==> src/rtl/store_buffer.sv <==
// Posted-write store buffer in front of data_memory: stores queue in a FIFO and drain one per
// cycle; loads use the read port first and stall only on byte overlap with a pending store.

`ifndef RF_XLEN
`define RF_XLEN 32
`endif
`ifndef DM_OPSLEN
`define DM_OPSLEN 3
`endif
`ifndef DM_OPS_LB
`define DM_OPS_LB 3'b000
`endif
`ifndef DM_OPS_LH
`define DM_OPS_LH 3'b001
`endif
`ifndef DM_OPS_LW
`define DM_OPS_LW 3'b010
`endif
`ifndef DM_OPS_LBU
`define DM_OPS_LBU 3'b100
`endif
`ifndef DM_OPS_LHU
`define DM_OPS_LHU 3'b101
`endif
`ifndef DM_OPS_SB
`define DM_OPS_SB 3'b000
`endif
`ifndef DM_OPS_SH
`define DM_OPS_SH 3'b001
`endif
`ifndef DM_OPS_SW
`define DM_OPS_SW 3'b010
`endif

module store_buffer #(
  parameter int unsigned DEPTH = 4,
  parameter int unsigned CNT_W = $clog2(DEPTH + 1)
) (
  input  logic                  clk,
  input  logic                  rst,
  input  logic                  st_valid,
  output logic                  st_ready,
  input  logic [`DM_OPSLEN-1:0] st_op,
  input  logic [`RF_XLEN-1:0]   st_addr,
  input  logic [`RF_XLEN-1:0]   st_wdata,
  input  logic                  ld_req,
  input  logic [`DM_OPSLEN-1:0] ld_op,
  input  logic [`RF_XLEN-1:0]   ld_addr,
  output logic                  ld_stall,
  input  logic                  fence,
  output logic                  empty,
  output logic [CNT_W-1:0]      count,
  output logic                  dm_rd_en,
  output logic [`DM_OPSLEN-1:0] dm_rd_op,
  output logic                  dm_wr_en,
  output logic [`DM_OPSLEN-1:0] dm_wr_op,
  output logic [`RF_XLEN-1:0]   dm_addr,
  output logic [`RF_XLEN-1:0]   dm_wdata
);

  localparam int unsigned PTR_W = (DEPTH > 1) ? $clog2(DEPTH) : 1;
  // One extra bit so range ends never wrap at the top of the address space.
  localparam int unsigned AW    = `RF_XLEN + 1;

  logic [`DM_OPSLEN-1:0] op_q    [DEPTH];
  logic [`RF_XLEN-1:0]   addr_q  [DEPTH];
  logic [`RF_XLEN-1:0]   wdata_q [DEPTH];

  logic [DEPTH-1:0] valid_q, valid_d;
  logic [PTR_W-1:0] head_q, head_d, tail_q, tail_d;
  logic [CNT_W-1:0] count_q, count_d;

  logic [DEPTH-1:0] hit;
  logic             conflict, push, pop, rd_grant, has_pending;
  logic [AW-1:0]    ld_lo, ld_hi;

  // Draining is unconditional, so the drain request carries no extra information here.
  logic unused_fence;
  assign unused_fence = fence;

  function automatic logic [2:0] op_size(input logic [1:0] sz);
    case (sz)
      2'b00:   return 3'd1;
      2'b01:   return 3'd2;
      default: return 3'd4;
    endcase
  endfunction

  assign ld_lo = {1'b0, ld_addr};
  assign ld_hi = ld_lo + AW'(op_size(ld_op[1:0]));

  for (genvar i = 0; i < DEPTH; i++) begin : g_hit
    logic [AW-1:0] st_lo, st_hi;
    assign st_lo  = {1'b0, addr_q[i]};
    assign st_hi  = st_lo + AW'(op_size(op_q[i][1:0]));
    assign hit[i] = valid_q[i] && (st_lo < ld_hi) && (ld_lo < st_hi);
  end

  assign conflict    = |hit;
  assign has_pending = (count_q != '0);
  assign st_ready    = (count_q != CNT_W'(DEPTH));
  assign empty       = !has_pending;
  assign count       = count_q;
  assign push        = st_valid && st_ready;
  assign rd_grant    = ld_req && !conflict;
  // A conflicting load implies a pending entry, so the head drains to unblock it.
  assign pop         = has_pending && (!ld_req || conflict);
  assign ld_stall    = ld_req && conflict;

  always_comb begin
    dm_rd_en = 1'b0;
    dm_rd_op = '0;
    dm_wr_en = 1'b0;
    dm_wr_op = '0;
    dm_addr  = '0;
    dm_wdata = '0;
    if (rd_grant) begin
      dm_rd_en = 1'b1;
      dm_rd_op = ld_op;
      dm_addr  = ld_addr;
    end else if (pop) begin
      dm_wr_en = 1'b1;
      dm_wr_op = op_q[head_q];
      dm_addr  = addr_q[head_q];
      dm_wdata = wdata_q[head_q];
    end
  end

  always_comb begin
    valid_d = valid_q;
    head_d  = head_q;
    tail_d  = tail_q;
    count_d = count_q;
    if (pop) begin
      valid_d[head_q] = 1'b0;
      head_d          = head_q + PTR_W'(1);
    end
    if (push) begin
      valid_d[tail_q] = 1'b1;
      tail_d          = tail_q + PTR_W'(1);
    end
    case ({push, pop})
      2'b10:   count_d = count_q + CNT_W'(1);
      2'b01:   count_d = count_q - CNT_W'(1);
      default: count_d = count_q;
    endcase
  end

  always_ff @(posedge clk or posedge rst) begin
    if (rst) begin
      valid_q <= '0;
      head_q  <= '0;
      tail_q  <= '0;
      count_q <= '0;
    end else begin
      valid_q <= valid_d;
      head_q  <= head_d;
      tail_q  <= tail_d;
      count_q <= count_d;
    end
  end

  always_ff @(posedge clk) begin
    if (push) begin
      op_q[tail_q]    <= st_op;
      addr_q[tail_q]  <= st_addr;
      wdata_q[tail_q] <= st_wdata;
    end
  end

endmodule

==> config.mk <==
export PLATFORM = sky130hd
export DESIGN_NAME = store_buffer
export DESIGN_NICKNAME = d
export VERILOG_FILES = /design/src/rtl/store_buffer.sv
export SDC_FILE = /design/constraint.sdc
export NUM_CORES = 1
export LEC_CHECK = 0
export BUFFER_PORTS_ARGS = -buffer_cell sky130_fd_sc_hd__buf_2
export CORE_MARGIN = 1.5
export CORE_UTILIZATION = 61
export DETAILED_ROUTE_END_ITERATION = 8
export PLACE_DENSITY = 0.94
export SYNTH_ARGS = -nofsm -noshare
export SYNTH_HDL_FRONTEND = slang
export SYNTH_SLANG_ARGS = --single-unit
==> constraint.sdc <==
create_clock -name clk -period 7.15 [get_ports clk]
set_input_delay 0.3575 -clock clk [delete_from_list [all_inputs] [get_ports clk]]
set_output_delay 0.3575 -clock clk [all_outputs]
set_load 0.1 [all_outputs]
---- Word level (Yosys, flattened, before mapping) ----
Memory sizes are Yosys's and may differ from the RTL's.
Index checks and enable logic that the tools add are counted.
word-level totals
  output and inout bits ................... 78
  word-level logic and storage cells ...... 89
  memories kept ........................... 3
  bits in writable memories ............... 268
  bits of input ports ..................... 107
  register bits ........................... 11
cells by class
  bitwise logic cells ..................... 3
  mux-type cells .......................... 24
  reductions and logical operators ........ 26
  eq/ne operators ......................... 8
  $lt $le $gt $ge ......................... 12
  $add $sub $neg .......................... 9
memories
  name     words  bits a word  rd ports  clocked after Yosys merged registers in  wr ports  line  RTL
  addr_q   4      32           5         0                                        1         66    logic [`RF_XLEN-1:0] addr_q [DEPTH];
  wdata_q  4      32           1         0                                        1         67    logic [`RF_XLEN-1:0] wdata_q [DEPTH];
  op_q     4      3            5         0                                        1         65    logic [`DM_OPSLEN-1:0] op_q [DEPTH];
operator list
  operator                                                     count
  less-than comparator 32 x 33 -> 1 bit                        8
  adder 32 x 3 -> 33 bit                                       5
  two-way mux 32 bit                                           4
  case mux 3 bit (2 select lines)                              6
  logical AND 1 bit                                            14
  equality test 2 x 1 -> 1 bit (second input constant)         6
  zero test 2 bit                                              5
  two-way mux 3 bit                                            3
  two-way mux 4 bit                                            2
  two-way mux 1 bit                                            7
  less-than comparator 2 x 3 -> 1 bit (second input constant)  2
  adder 2 x 1 -> 2 bit (second input constant)                 2
  AND 4 bit                                                    1
  demux 1 bit (select 2 bit)                                   2
  >= comparator 2 x 1 -> 1 bit (second input constant)         2
  inverter 4 bit                                               1
  bitwise OR 4 bit                                             1
  OR reduction 4 bit                                           1
  adder 3 x 1 -> 3 bit (second input constant)                 1
  zero test 1 bit                                              3
  != test 3 bit (second input constant)                        1
  nonzero test 3 bit                                           1
  subtractor 3 x 1 -> 3 bit (second input constant)            1
  equality test 2 bit (second input constant)                  1
  other kinds (2)                                              2

---- Longest topological paths before layout ----
  depth in word-level cells ............... 12
  depth in mapped cells ................... 27
  gate-level depth less buffers ........... 27

---- Worst setup path after synthesis ----
OpenSTA, ideal clock, no wires.
  path kind ............................... register to output
  from .................................... memory op_q[2][0] (netlist name)
  to ...................................... output port dm_addr[10]
  arrival ................................. 5.815 ns
  stages on the path, launching flop included .. 22
  buffers on the path ..................... 1
  required time ........................... 6.793 ns
  setup slack ............................. 0.977 ns
  path through ............................ edfxtp_1 > nand2b_1 > inv_1 > ha_1 > a21o_1 > a21oi_1 > nor2_1 > nand4_1 > nor3_1 > and4_1 > nand3_1 > xor2_1 > ha_1 > a211oi_1 > o21ai_0 > a2111oi_0 > o2111a_1 > a221oi_2 > o32a_1 > o211ai_4 > buf_8 > mux2i_1
RTL lines
  what                line  RTL
  start: declaration  65
  end: declaration    57    output logic [`RF_XLEN-1:0] dm_addr,

==> results.yml <==
clocking:
  htree_levels: 1
  tritoncts: "done"
  cts.path.max_buffers: 3
  path_clk_slew_ns: 0.07
  clock-sinks: 279
  clock_latency_ns: 0.60
  cts_buffers: 28
  root_buffer: "clkbuf_16"
global_route:
  gr-total-overflow: 0
  grt_pass1_wl_um: 96700
  grt_pass1_vias: 16363
  grt_max_degree: 75
  antenna_found_initial: 0
  grt_use_total_pct: 38.5
hold_path:
  hold_class: "input pin to flip-flop"
layout:
  diodes: 0
  fillers: 2061
  area_growth_pct: 15.8
  nets: 2339
  layout-drive-gt1-share_pct: 17.6
yosys:
  ys.flop_type: "edfxtp_1"
  synthCells: 1692
  syn_area_um2: 19900
  synth_cell_types: 72
  avgSynthCellArea_um2: 11.8
  synth.net_count: 2077
  yosysSeqAreaShare_pct: 41.9
  yosysTopAreaCell: "edfxtp_1"
  yosysWarnings: 0
  synth_common_cells: "272 x ha_1, 268 x edfxtp_1, 145 x nand2_1, 92 x a21oi_1, 81 x xor2_1"
  synth_seq_cells: 279
  synth_top_area_share_pct: 40.5
  async_flop_share_pct: 3.94
  synthTopCellsByArea: "edfxtp_1 40%, ha_1 17%, mux4_2 7.6%"
  synth_edf_count: 268
  yosysMostFrequentCell: "ha_1"
timing:
  finalMaxSlewViolations: 0
  rsz0062_at_grt: "false"
  fin_skew_ns: 0.0170
  hold_violations: 0
  worst-slew-pin-transition_ns: 1.11
  period_share_pct: 96.5
  finalSetupViolations: 0
  setup_tns_ns: 0
  min_period_ns: 6.90
  hold_slack_ns: 0.00754
  max_slew_margin_pct: 26.0
  fmax_mhz: 145
power_and_ir_drop:
  peakVddDrop_v: 0.000572
  leakagePower_nw: 9.42
  power.density_nw_per_um2: 426
setup_path:
  crit_path_frequent_cell: "ha_1"
  path_buf_inv: 4
  path_cells: "nand2b_1 -> inv_1 -> ha_1 -> a21o_1 -> a21oi_1 -> nor2_1 -> nand4_1 -> nor3_1 -> buf_4 -> and4_1 -> nand3_1 -> xor2_1 -> ha_1 -> a211oi_1 -> o21ai_0 -> a2111oi_2 -> o2111a_1 -> a221oi_2 -> o32a_1 -> o211ai_4 -> buf_12 -> mux2i_1 -> clkbuf_4"
  worst_ep_arrival_time_ns: 6.54
  path_delay_family: "compound AO/OA/AOI/OAI gates"
  critPathLaunchType: "flip-flop"
  ff2ff_setup_slack_ns: 0.75
  crit_type: "flip-flop to output port"
  cp.required_ns: 6.79
  path_max_fanout: 17
  cpMaxStageDelayCell: "a2111oi_2"
  setup.worst_path.end_class: "output port"
  critPathMaxStageDelay_ns: 0.47
detailed_routing:
  vias: 16337
  ant_nets: 0
  routed_via_density: 6.78
  drc: 0
  dr.pass1.iters: 6
  wire_per_inst_um: 26.8
  drt-initial-drc-count: 1610
  drt-total-wl_um: 64500
floorplan:
  start_util_pct: 62.5
  die_area_um2: 33700
  ios: 185
  rows: 65
  core_um2: 31800
  die_w_um: 184
  die_h_um: 184
run_status:
  status: "completed"
placed_design:
  port_buffers: 183
  place_hpwl_um: 45400
  gp_congestion: 1.02
run:
  cap_violations: 0
flip-flops by register name, indices dropped and copies added (netlist names):
register	count
addr_q	128
wdata_q	128
op_q	12
valid_q	4
count	3
head_q	2
tail_q	2
cells by family after synthesis:
logic type	share of synthesized area (%)
and+or+nand+nor	13.1
DFF	41.9
adders and majority gates	17.7
AOI/OAI and AO/OA	8.90
xor gates and xnor gates	6.78
buffers and inverters	2.49
muxes	9.20
final cells by class:
type	instances	area, um2	share of cell area, %
Multi-Input combinational cell	1300	11100	48.1
Sequential cell	279	8330	36.2
Timing Repair Buffer	270	1810	7.84
Clock buffer	34	753	3.27
Tap cell	435	544	2.36
Inverter	75	284	1.23
Clock inverter	18	233	1.01
where the power goes:
part           leakage [nW]  switching, mW  internal [mW]  total, mW
clock                 0.476          0.687          0.903       1.59
sequential             2.58          0.385           2.18       2.57
combinational          6.36           4.21           1.45       5.65
metal layers:
layer	vias to the layer above	wire, um	share of wire, %	GRT usage [%]
met2	1026	30700	48	63.8
met1	8000	24200	38	48.2
met3	249	5980	9.3	7.45
li1	7062	-	-	-
met5	-	0	0	0
met4	0	3640	5.6	19.9
final timing paths:
check | startpoint | to | cells after the start
max reg2reg | op_q[2][0] | count[2] | 28
min in group asynchronous | rst | head_q[0] | 3
max | op_q[2][0] | dm_addr[6] | 23
max in group asynchronous | rst | head_q[0] | 3
min | st_addr[6] | addr_q[0][6] | 1
min reg2reg | count[0] | count[0] | 1
repair_timing:
| item | 4_1_cts | 5_1_grt |
|---|---|---|
| endpoints found under the setup margin | 0 | 71 |
| resized for setup | 0 | 22 |
| hold buffers | 60 | 0 |
| hold endpoints to repair | 247 | 0 |
| buffers inserted | 0 | 0 |
worst reg2reg max path, delay by kind of cell, from the launching register on:
family          cells  cell delay, ns
flops               1            0.44
compound gates      9            2.06
buf+inv             4            0.42
simple gates        8            1.71
fa+ha+maj           4            1.22
xor+xnor            3            0.50
layout by cell type, fill, tap and decap left out, drive strengths merged, types with 19 or more instances in the layout:
cell type / count
ha: 272
edfxtp: 268
buf: 193
nand2: 145
a21oi: 92
xor2: 81
inv: 76
xnor2: 73
nor2: 72
mux4: 67
nand4: 64
dlygate4sd3: 60
and3: 58
o21ai: 56
nand3: 54
clkbuf: 51
a21o: 32
mux2i: 32
and4: 22
nor3: 19
stage by stage:
stage | power [mW] | util, % | cells | setup slack, ns | area (um2)
2_1_floorplan | 6.85 | - | 1692 | 0.977 | 19900
3_3_place_gp | 7.86 | 67.3 | 2299 | 0.793 | 21400
3_5_place_dp | 8.03 | 67.3 | 2299 | 0.688 | 21400
4_1_cts | 9.66 | 72.2 | 2411 | 0.0999 | 23000
5_1_grt | 10.1 | 72.4 | 2411 | 0.0227 | 23000
6_report | 9.81 | 72.4 | 2411 | 0.248 | 23000
(Power assumes the default switching activity.)
